## src/rtl/ctrl_capture_fsm_if.sv

```systemverilog
// Capture-sequencer bus: exposure setting and start button in, pixel-array strobes out.
// The slave modport is the sequencer; the master modport is whoever drives init/ex_time.
interface ctrl_capture_fsm_if;
    logic       init;
    logic [4:0] ex_time;
    logic       erase;
    logic       expose;
    logic       nre_1;
    logic       nre_2;
    logic       adc;
    logic       busy;
    logic       ex_lock;
    logic       frame_done;

    modport master (
        output init, ex_time,
        input  erase, expose, nre_1, nre_2, adc, busy, ex_lock, frame_done
    );

    modport slave (
        input  init, ex_time,
        output erase, expose, nre_1, nre_2, adc, busy, ex_lock, frame_done
    );
endinterface

```

## src/rtl/ctrl_capture_fsm.sv

```systemverilog
// Capture sequencer: erase hold, timed exposure, then two-row readout through a shared ADC.
// All strobes are registered and decoded from the next state, so they line up with the state register.
module ctrl_capture_fsm #(
    parameter int unsigned UNIT_CYCLES = 1,
    parameter int unsigned ADC_CYCLES  = 2
) (
    input  logic               clk,
    input  logic               reset,
    ctrl_capture_fsm_if.slave  bus
);
    localparam int unsigned EXP_W = $clog2(31 * UNIT_CYCLES + 1);
    localparam int unsigned ADC_W = $clog2(ADC_CYCLES + 1);
    localparam int unsigned CNT_W = (EXP_W > ADC_W) ? EXP_W : ADC_W;

    typedef enum logic [2:0] {
        IDLE   = 3'd0,
        EXPOSE = 3'd1,
        SEL1   = 3'd2,
        CONV1  = 3'd3,
        DESEL1 = 3'd4,
        SEL2   = 3'd5,
        CONV2  = 3'd6,
        DESEL2 = 3'd7
    } state_t;

    state_t             state;
    state_t             state_d;
    logic [CNT_W-1:0]   cnt;
    logic [CNT_W-1:0]   cnt_d;
    logic               init_q;
    logic               start_c;
    logic [4:0]         ex_eff_c;
    logic [CNT_W-1:0]   exp_len_c;

    logic erase_d;
    logic expose_d;
    logic nre_1_d;
    logic nre_2_d;
    logic adc_d;
    logic busy_d;
    logic frame_done_d;

    // Next state, dwell counter and strobe decode of the next state
    always_comb begin
        state_d   = state;
        cnt_d     = cnt;
        start_c   = bus.init & ~init_q;
        ex_eff_c  = (bus.ex_time == 5'd0) ? 5'd1 : bus.ex_time;
        exp_len_c = CNT_W'(ex_eff_c) * CNT_W'(UNIT_CYCLES);

        // Exposure length is loaded into the counter at start, so later ex_time edits cannot touch it
        case (state)
            IDLE: begin
                if (start_c) begin
                    state_d = EXPOSE;
                    cnt_d   = exp_len_c - CNT_W'(1);
                end
            end
            EXPOSE: begin
                if (cnt == '0) state_d = SEL1;
                else           cnt_d   = cnt - CNT_W'(1);
            end
            SEL1: begin
                state_d = CONV1;
                cnt_d   = CNT_W'(ADC_CYCLES - 1);
            end
            CONV1: begin
                if (cnt == '0) state_d = DESEL1;
                else           cnt_d   = cnt - CNT_W'(1);
            end
            DESEL1: state_d = SEL2;
            SEL2: begin
                state_d = CONV2;
                cnt_d   = CNT_W'(ADC_CYCLES - 1);
            end
            CONV2: begin
                if (cnt == '0) state_d = DESEL2;
                else           cnt_d   = cnt - CNT_W'(1);
            end
            DESEL2:  state_d = IDLE;
            default: state_d = IDLE;
        endcase

        erase_d      = (state_d == IDLE);
        expose_d     = (state_d == EXPOSE);
        nre_1_d      = !((state_d == SEL1) || (state_d == CONV1));
        nre_2_d      = !((state_d == SEL2) || (state_d == CONV2));
        adc_d        = (state_d == CONV1) || (state_d == CONV2);
        busy_d       = (state_d != IDLE);
        frame_done_d = (state == DESEL2);
    end

    // State, counter, start-edge history and output registers
    always_ff @(posedge clk) begin
        if (reset) begin
            state          <= IDLE;
            cnt            <= '0;
            init_q         <= 1'b0;
            bus.erase      <= 1'b1;
            bus.expose     <= 1'b0;
            bus.nre_1      <= 1'b1;
            bus.nre_2      <= 1'b1;
            bus.adc        <= 1'b0;
            bus.busy       <= 1'b0;
            bus.ex_lock    <= 1'b0;
            bus.frame_done <= 1'b0;
        end else begin
            state          <= state_d;
            cnt            <= cnt_d;
            init_q         <= bus.init;
            bus.erase      <= erase_d;
            bus.expose     <= expose_d;
            bus.nre_1      <= nre_1_d;
            bus.nre_2      <= nre_2_d;
            bus.adc        <= adc_d;
            bus.busy       <= busy_d;
            bus.ex_lock    <= busy_d;
            bus.frame_done <= frame_done_d;
        end
    end
endmodule
```

## src/flat_wrapper.sv

```systemverilog
// flat-port wrapper written by rule: the top's interface ports become plain ports
module ctrl_capture_fsm_flat 
#(
    parameter int unsigned UNIT_CYCLES = 1,
    parameter int unsigned ADC_CYCLES  = 2
)
  (clk, reset, bus_init, bus_ex_time, bus_erase, bus_expose, bus_nre_1, bus_nre_2, bus_adc, bus_busy, bus_ex_lock, bus_frame_done);
  ctrl_capture_fsm_if bus_i ();
  input  logic clk;
  input  logic reset;
  input wire logic [$bits(bus_i.init)-1:0] bus_init;
  input wire logic [$bits(bus_i.ex_time)-1:0] bus_ex_time;
  output wire logic [$bits(bus_i.erase)-1:0] bus_erase;
  output wire logic [$bits(bus_i.expose)-1:0] bus_expose;
  output wire logic [$bits(bus_i.nre_1)-1:0] bus_nre_1;
  output wire logic [$bits(bus_i.nre_2)-1:0] bus_nre_2;
  output wire logic [$bits(bus_i.adc)-1:0] bus_adc;
  output wire logic [$bits(bus_i.busy)-1:0] bus_busy;
  output wire logic [$bits(bus_i.ex_lock)-1:0] bus_ex_lock;
  output wire logic [$bits(bus_i.frame_done)-1:0] bus_frame_done;
  assign bus_i.init = bus_init;
  assign bus_i.ex_time = bus_ex_time;
  assign bus_erase = bus_i.erase;
  assign bus_expose = bus_i.expose;
  assign bus_nre_1 = bus_i.nre_1;
  assign bus_nre_2 = bus_i.nre_2;
  assign bus_adc = bus_i.adc;
  assign bus_busy = bus_i.busy;
  assign bus_ex_lock = bus_i.ex_lock;
  assign bus_frame_done = bus_i.frame_done;
  ctrl_capture_fsm #(.UNIT_CYCLES(UNIT_CYCLES), .ADC_CYCLES(ADC_CYCLES)) u_core (.clk(clk), .reset(reset), .bus(bus_i));
endmodule
```

## config.mk

```make
export PLATFORM = sky130hd
export DESIGN_NAME = ctrl_capture_fsm_flat
export DESIGN_NICKNAME = d
export VERILOG_FILES = /design/src/rtl/ctrl_capture_fsm_if.sv /design/src/rtl/ctrl_capture_fsm.sv /design/src/flat_wrapper.sv
export SDC_FILE = /design/constraint.sdc
export NUM_CORES = 1
export LEC_CHECK = 0
export BUFFER_PORTS_ARGS = -buffer_cell sky130_fd_sc_hd__buf_2
export CELL_PAD_IN_SITES_DETAIL_PLACEMENT = 0
export CELL_PAD_IN_SITES_GLOBAL_PLACEMENT = 1
export CORE_MARGIN = 4
export CORE_UTILIZATION = 40
export DETAILED_ROUTE_END_ITERATION = 8
export HOLD_SLACK_MARGIN = 0.02
export PLACE_DENSITY = 0.78
export SYNTH_ARGS = -nofsm -noshare
export SYNTH_HDL_FRONTEND = slang
export SYNTH_SLANG_ARGS = --single-unit
```

## constraint.sdc

```tcl
create_clock -name clk -period 2.9 [get_ports clk]
set_input_delay 0.58 -clock clk [delete_from_list [all_inputs] [get_ports clk]]
set_output_delay 0.58 -clock clk [all_outputs]
set_load 0.02 [all_outputs]
```

== Yosys cells after proc, flatten, opt, wreduce, memory -nomap -nowiden ==
Index checks and enable logic that the tools add are counted.
Storage, ports and cells
  output and inout bits: 8
  input bits: 8
  word-level logic and storage cells: 51
  bits in registers: 16
Operators by class
  eq/ne operators: 14
  multiplexer cells: 9
  $add $sub $neg: 2
  bitwise gates (word level): 2
  reduce and logical (&&, ||, !) cells: 14
Operators with widths (count)
  $pmux W3 S8: 1
  $eq A3 B3 Y1 const B: 6
  $mux W5: 3
  $pmux W5 S3: 1
  $eq A3 B2 Y1 const B: 4
  $mux W3: 4
  $logic_not A5 Y1: 2
  $sub A5 B1 Y5 const B: 2
  $eq A3 B1 Y1 const B: 2
  $logic_not A3 Y1: 2
  $reduce_bool A3 Y1: 2
  $logic_or A1 B1 Y1: 3
  $reduce_and A3 Y1: 1
  $reduce_or A3 Y1: 1
  $logic_not A1 Y1: 2
  $ne A2 B1 Y1 const B: 1
  $ne A2 B2 Y1 const B: 1
  $reduce_or A2 Y1: 1
  $and A1 B1 Y1: 1
  $not A1 Y1: 1

== Logic depth before layout (Yosys ltp) ==
  depth after elaboration: 7
  depth in mapped cells: 10
  mapped depth without buffers: 8

== Least setup slack after synthesis ==
No wires, ideal clock.
  path kind: register to register
  from: register u_core.state[0]
  to: register u_core.cnt[4]
  setup slack: 867 ps
  period minus slack after synthesis: 2033 ps
  arrival: 1895 ps
  library setup time: 139 ps
  stages on the path, launching flop included: 11
  buffers on the path: 2
  required time: 2761 ps
  cells stage by stage: dfxtp_1 > buf_4 > and3b_1 > or2_1 > buf_6 > mux2i_2 > ha_1 > nor3b_1 > xor2_1 > mux2i_1 > o32ai_1
Between the ends
  word-level cells in the longest chain between the ends: 4
  elaborated cells between the ends (all ways): 13
  classes of those cells: eq/ne: 7; mux: 1; reduce/logical: 5
RTL lines
  start, declared: line ctrl_capture_fsm.sv:26  | state_t state;
  start signal, assigned: line ctrl_capture_fsm.sv:108  | state <= state_d;
  $eq A3 B1 Y1, or another cell as far along: line ctrl_capture_fsm.sv:52  | case (state)
  $reduce_or A3 Y1 (no source line) / $reduce_or A2 Y1 (equally long branches)
  $ne A2 B2 Y1 (no source line) / $reduce_bool A3 Y1 (equally long branches)
  $reduce_and A3 Y1 (no source line)
  end signal, assigned: line ctrl_capture_fsm.sv:109  | cnt <= cnt_d;
  end, declared: line ctrl_capture_fsm.sv:28  | logic [CNT_W-1:0] cnt;
Several ways; a longest one is shown, not always the timed one.
A chain may end at the register's enable or synchronous reset.

== Final worst setup path ==
Same ends and word-level chain as after synthesis.

==> metrics.csv <==
metric,value,unit
outcome,finished clean,
skew,0.00382,ns
grt_util_all_layers,14.0,%
core,0.00223,mm²
crit_required,3.06,ns
drv_slew,0,
syn_to_final_growth,12.7,%
grt_pass1_vias,810,
die_area,0.00320,mm²
finalCritPeriodShare,74.6,%
start_util,42.2,%
antenna_cells,0,
syn_nets,119,
nets,134,
critPathKind,reg2reg,
synthCells,110,
clkTransAtPathRegs,0.10,ns
ys_seq_area_share,34.0,%
relSlewSlack,61.1,%
cts.htree.levels,1,
period_needed,2.16,ns
clk_latency,0.29,ns
grt_max_degree,17,
ir_drop,485,µV
reg2reg_depth,8,
cp-end-kind,register,
maxCapViolCount,0,
first_pass_iters,4,
ios,16,
route.detailed.drc,0,
min_path_type,in2reg,
die_h,56.5,µm
synth_top_flop_cell,dfxtp_1,
rsz0062_at_grt,no,
drive_gt1_share,21.8,%
routedWlPerCell,13.8,µm
max_freq,462,MHz
fill_cells,229,
fin_ws,0.736,ns
avgSynthCellArea,8.57,µm²
clockBufferDepth,2,
synthArstFlopShare,0,%
vias,883,
cts_root_buf,clkbuf_4,
crit_path_start_kind,register,
cts_tree,built,
drtAntennaViolNets,0,
leakagePower,0.000427,µW
tightestPinTransition,0.582,ns
die_x,56.5,µm
antenna_found_initial,0,
ys_seq_elements,16,
placementRows,17,
ys_types,44,
finalSetupViolations,0,
worst-path-max-fanout,7,
hpwl,1.54,mm
pre_cts_slack,0.694,ns
place_congestion,0.815,
cts_sinks,16,
tns,0,ns
syn-cell-area,942,µm²
p_per_area,1090,mW/mm²
cts-resized-gates,0,
synth_edf_count,0,
drt_iter0_markers,16,
cp.arrival,2.32,ns
portBuffers,15,
wirelength,2.10,mm
cts_setup_buffers,0,
grt_pass1_wl,3.60,mm
hold_viol_final,0,
grt-ovfl-total,0,
cts_hold_buf,0,
ys_warn_count,0,
via_per_inst,5.81,
cts_inserted_buffers,3,
hold_depth,2,
[power breakdown]
part           switching [µW]  internal, µW  total (µW)
registers                75.6           302         377
clock network            75.3          76.4         152
logic                     371           260         631
total                     522           638        1160
[synth_stat cells (2+ instances only)]
master    number  area [µm²]
dfxtp_1       16         320
nand2_1        5        18.8
o21ai_0        5        25.0
nor3b_1        3        22.5
clkbuf_1       3        11.3
nand3_1        5        25.0
a21oi_1        6        30.0
buf_4          3        22.5
nor2_1         4        15.0
nand2b_1       3        18.8
nor3_1         6        30.0
mux2i_1        3        30.0
inv_1          6        22.5
nor4b_1        3        26.3
xor2_1         2        17.5
and2_1         2        12.5
a31oi_1        3        18.8
nor2b_1        3        18.8
o32ai_1        3        26.3
o211ai_1       2        15.0
[logic make-up after synthesis]
kind of cell	share of synthesized area (%)
xor gates and xnor gates	2.79
DFF	34.0
AOI/OAI and AO/OA	22.0
adders and majority gates	1.33
muxes	5.84
buffers and inverters	7.57
and+or+nand+nor	26.4
[area by class of cell]
type,count,area [µm²],share of cell area [%]
multi-input cells,80,551,51.8
flip-flops and latches,16,320,30.2
repair buffers,18,97.6,9.19
clock buffers,4,36.3,3.42
well taps,28,35.0,3.30
inverters,6,22.5,2.12
[worst paths after layout]
check	from	to	slack (ns)
hold reg to reg	u_core.cnt[4]	u_core.cnt[4]	0.54
hold / removal	bus_init	u_core.init_q	0.53
setup / recovery	u_core.state[0]	u_core.cnt[4]	0.74
setup reg to reg	u_core.state[0]	u_core.cnt[4]	0.74
[through the flow]
stage | hold slack, ns | utilization [%] | total power [µW] | instances | instance area, µm²
detailed placement | 0.523 | 45.9 | 1010 | 148 | 1030
finish | 0.533 | 47.6 | 1160 | 152 | 1060
CTS | 0.526 | 47.6 | 1160 | 152 | 1060
global placement | 0.514 | 45.9 | 1000 | 148 | 1030
floorplan | 0.492 | - | 877 | 110 | 942
global route | 0.534 | 47.6 | 1260 | 152 | 1060
[flip-flops by register name, summed over array words and instances (netlist names)]
register and flops:
u_core.bus.adc 1, u_core.bus.nre_1 1, u_core.cnt 5, u_core.bus.frame_done 1, u_core.state 3, u_core.bus.nre_2 1
u_core.bus.erase 1, u_core.init_q 1, u_core.bus.expose 1, u_core.bus.busy 1
[cell usage in the layout (no fill, tap or decap), types with 3 or more instances in the layout]
cell       n
dfxtp_1   16
buf_2     15
inv_1      6
a21oi_1    6
nor3_1     6
o21ai_0    5
nand3_1    5
nand2_1    5
nor2_1     4
nor2b_1    3
mux2i_1    3
a31oi_1    3
nand2b_1   3
nor3b_1    3
nor4b_1    3
o32ai_1    3
clkbuf_4   3
buf_4      3
[metal layers]
metal	GRT usage, %	up-vias	routed length, µm
li1	-	438	-
met1	19.2	413	1000
met2	20.8	28	967
met3	3.68	4	106
met4	5.08	0	22
met5	0	-	0
[worst max-delay path: stages (launching register included)]
cell,delay (ns)
dfxtp_1,0.35
nor2b_1,0.22
or2_1,0.31
mux2i_2,0.27
ha_1,0.30
nor3b_1,0.26
xor2_1,0.09
mux2i_1,0.14
o32ai_1,0.09
No activity file was read; power rests on OpenSTA's default activity.
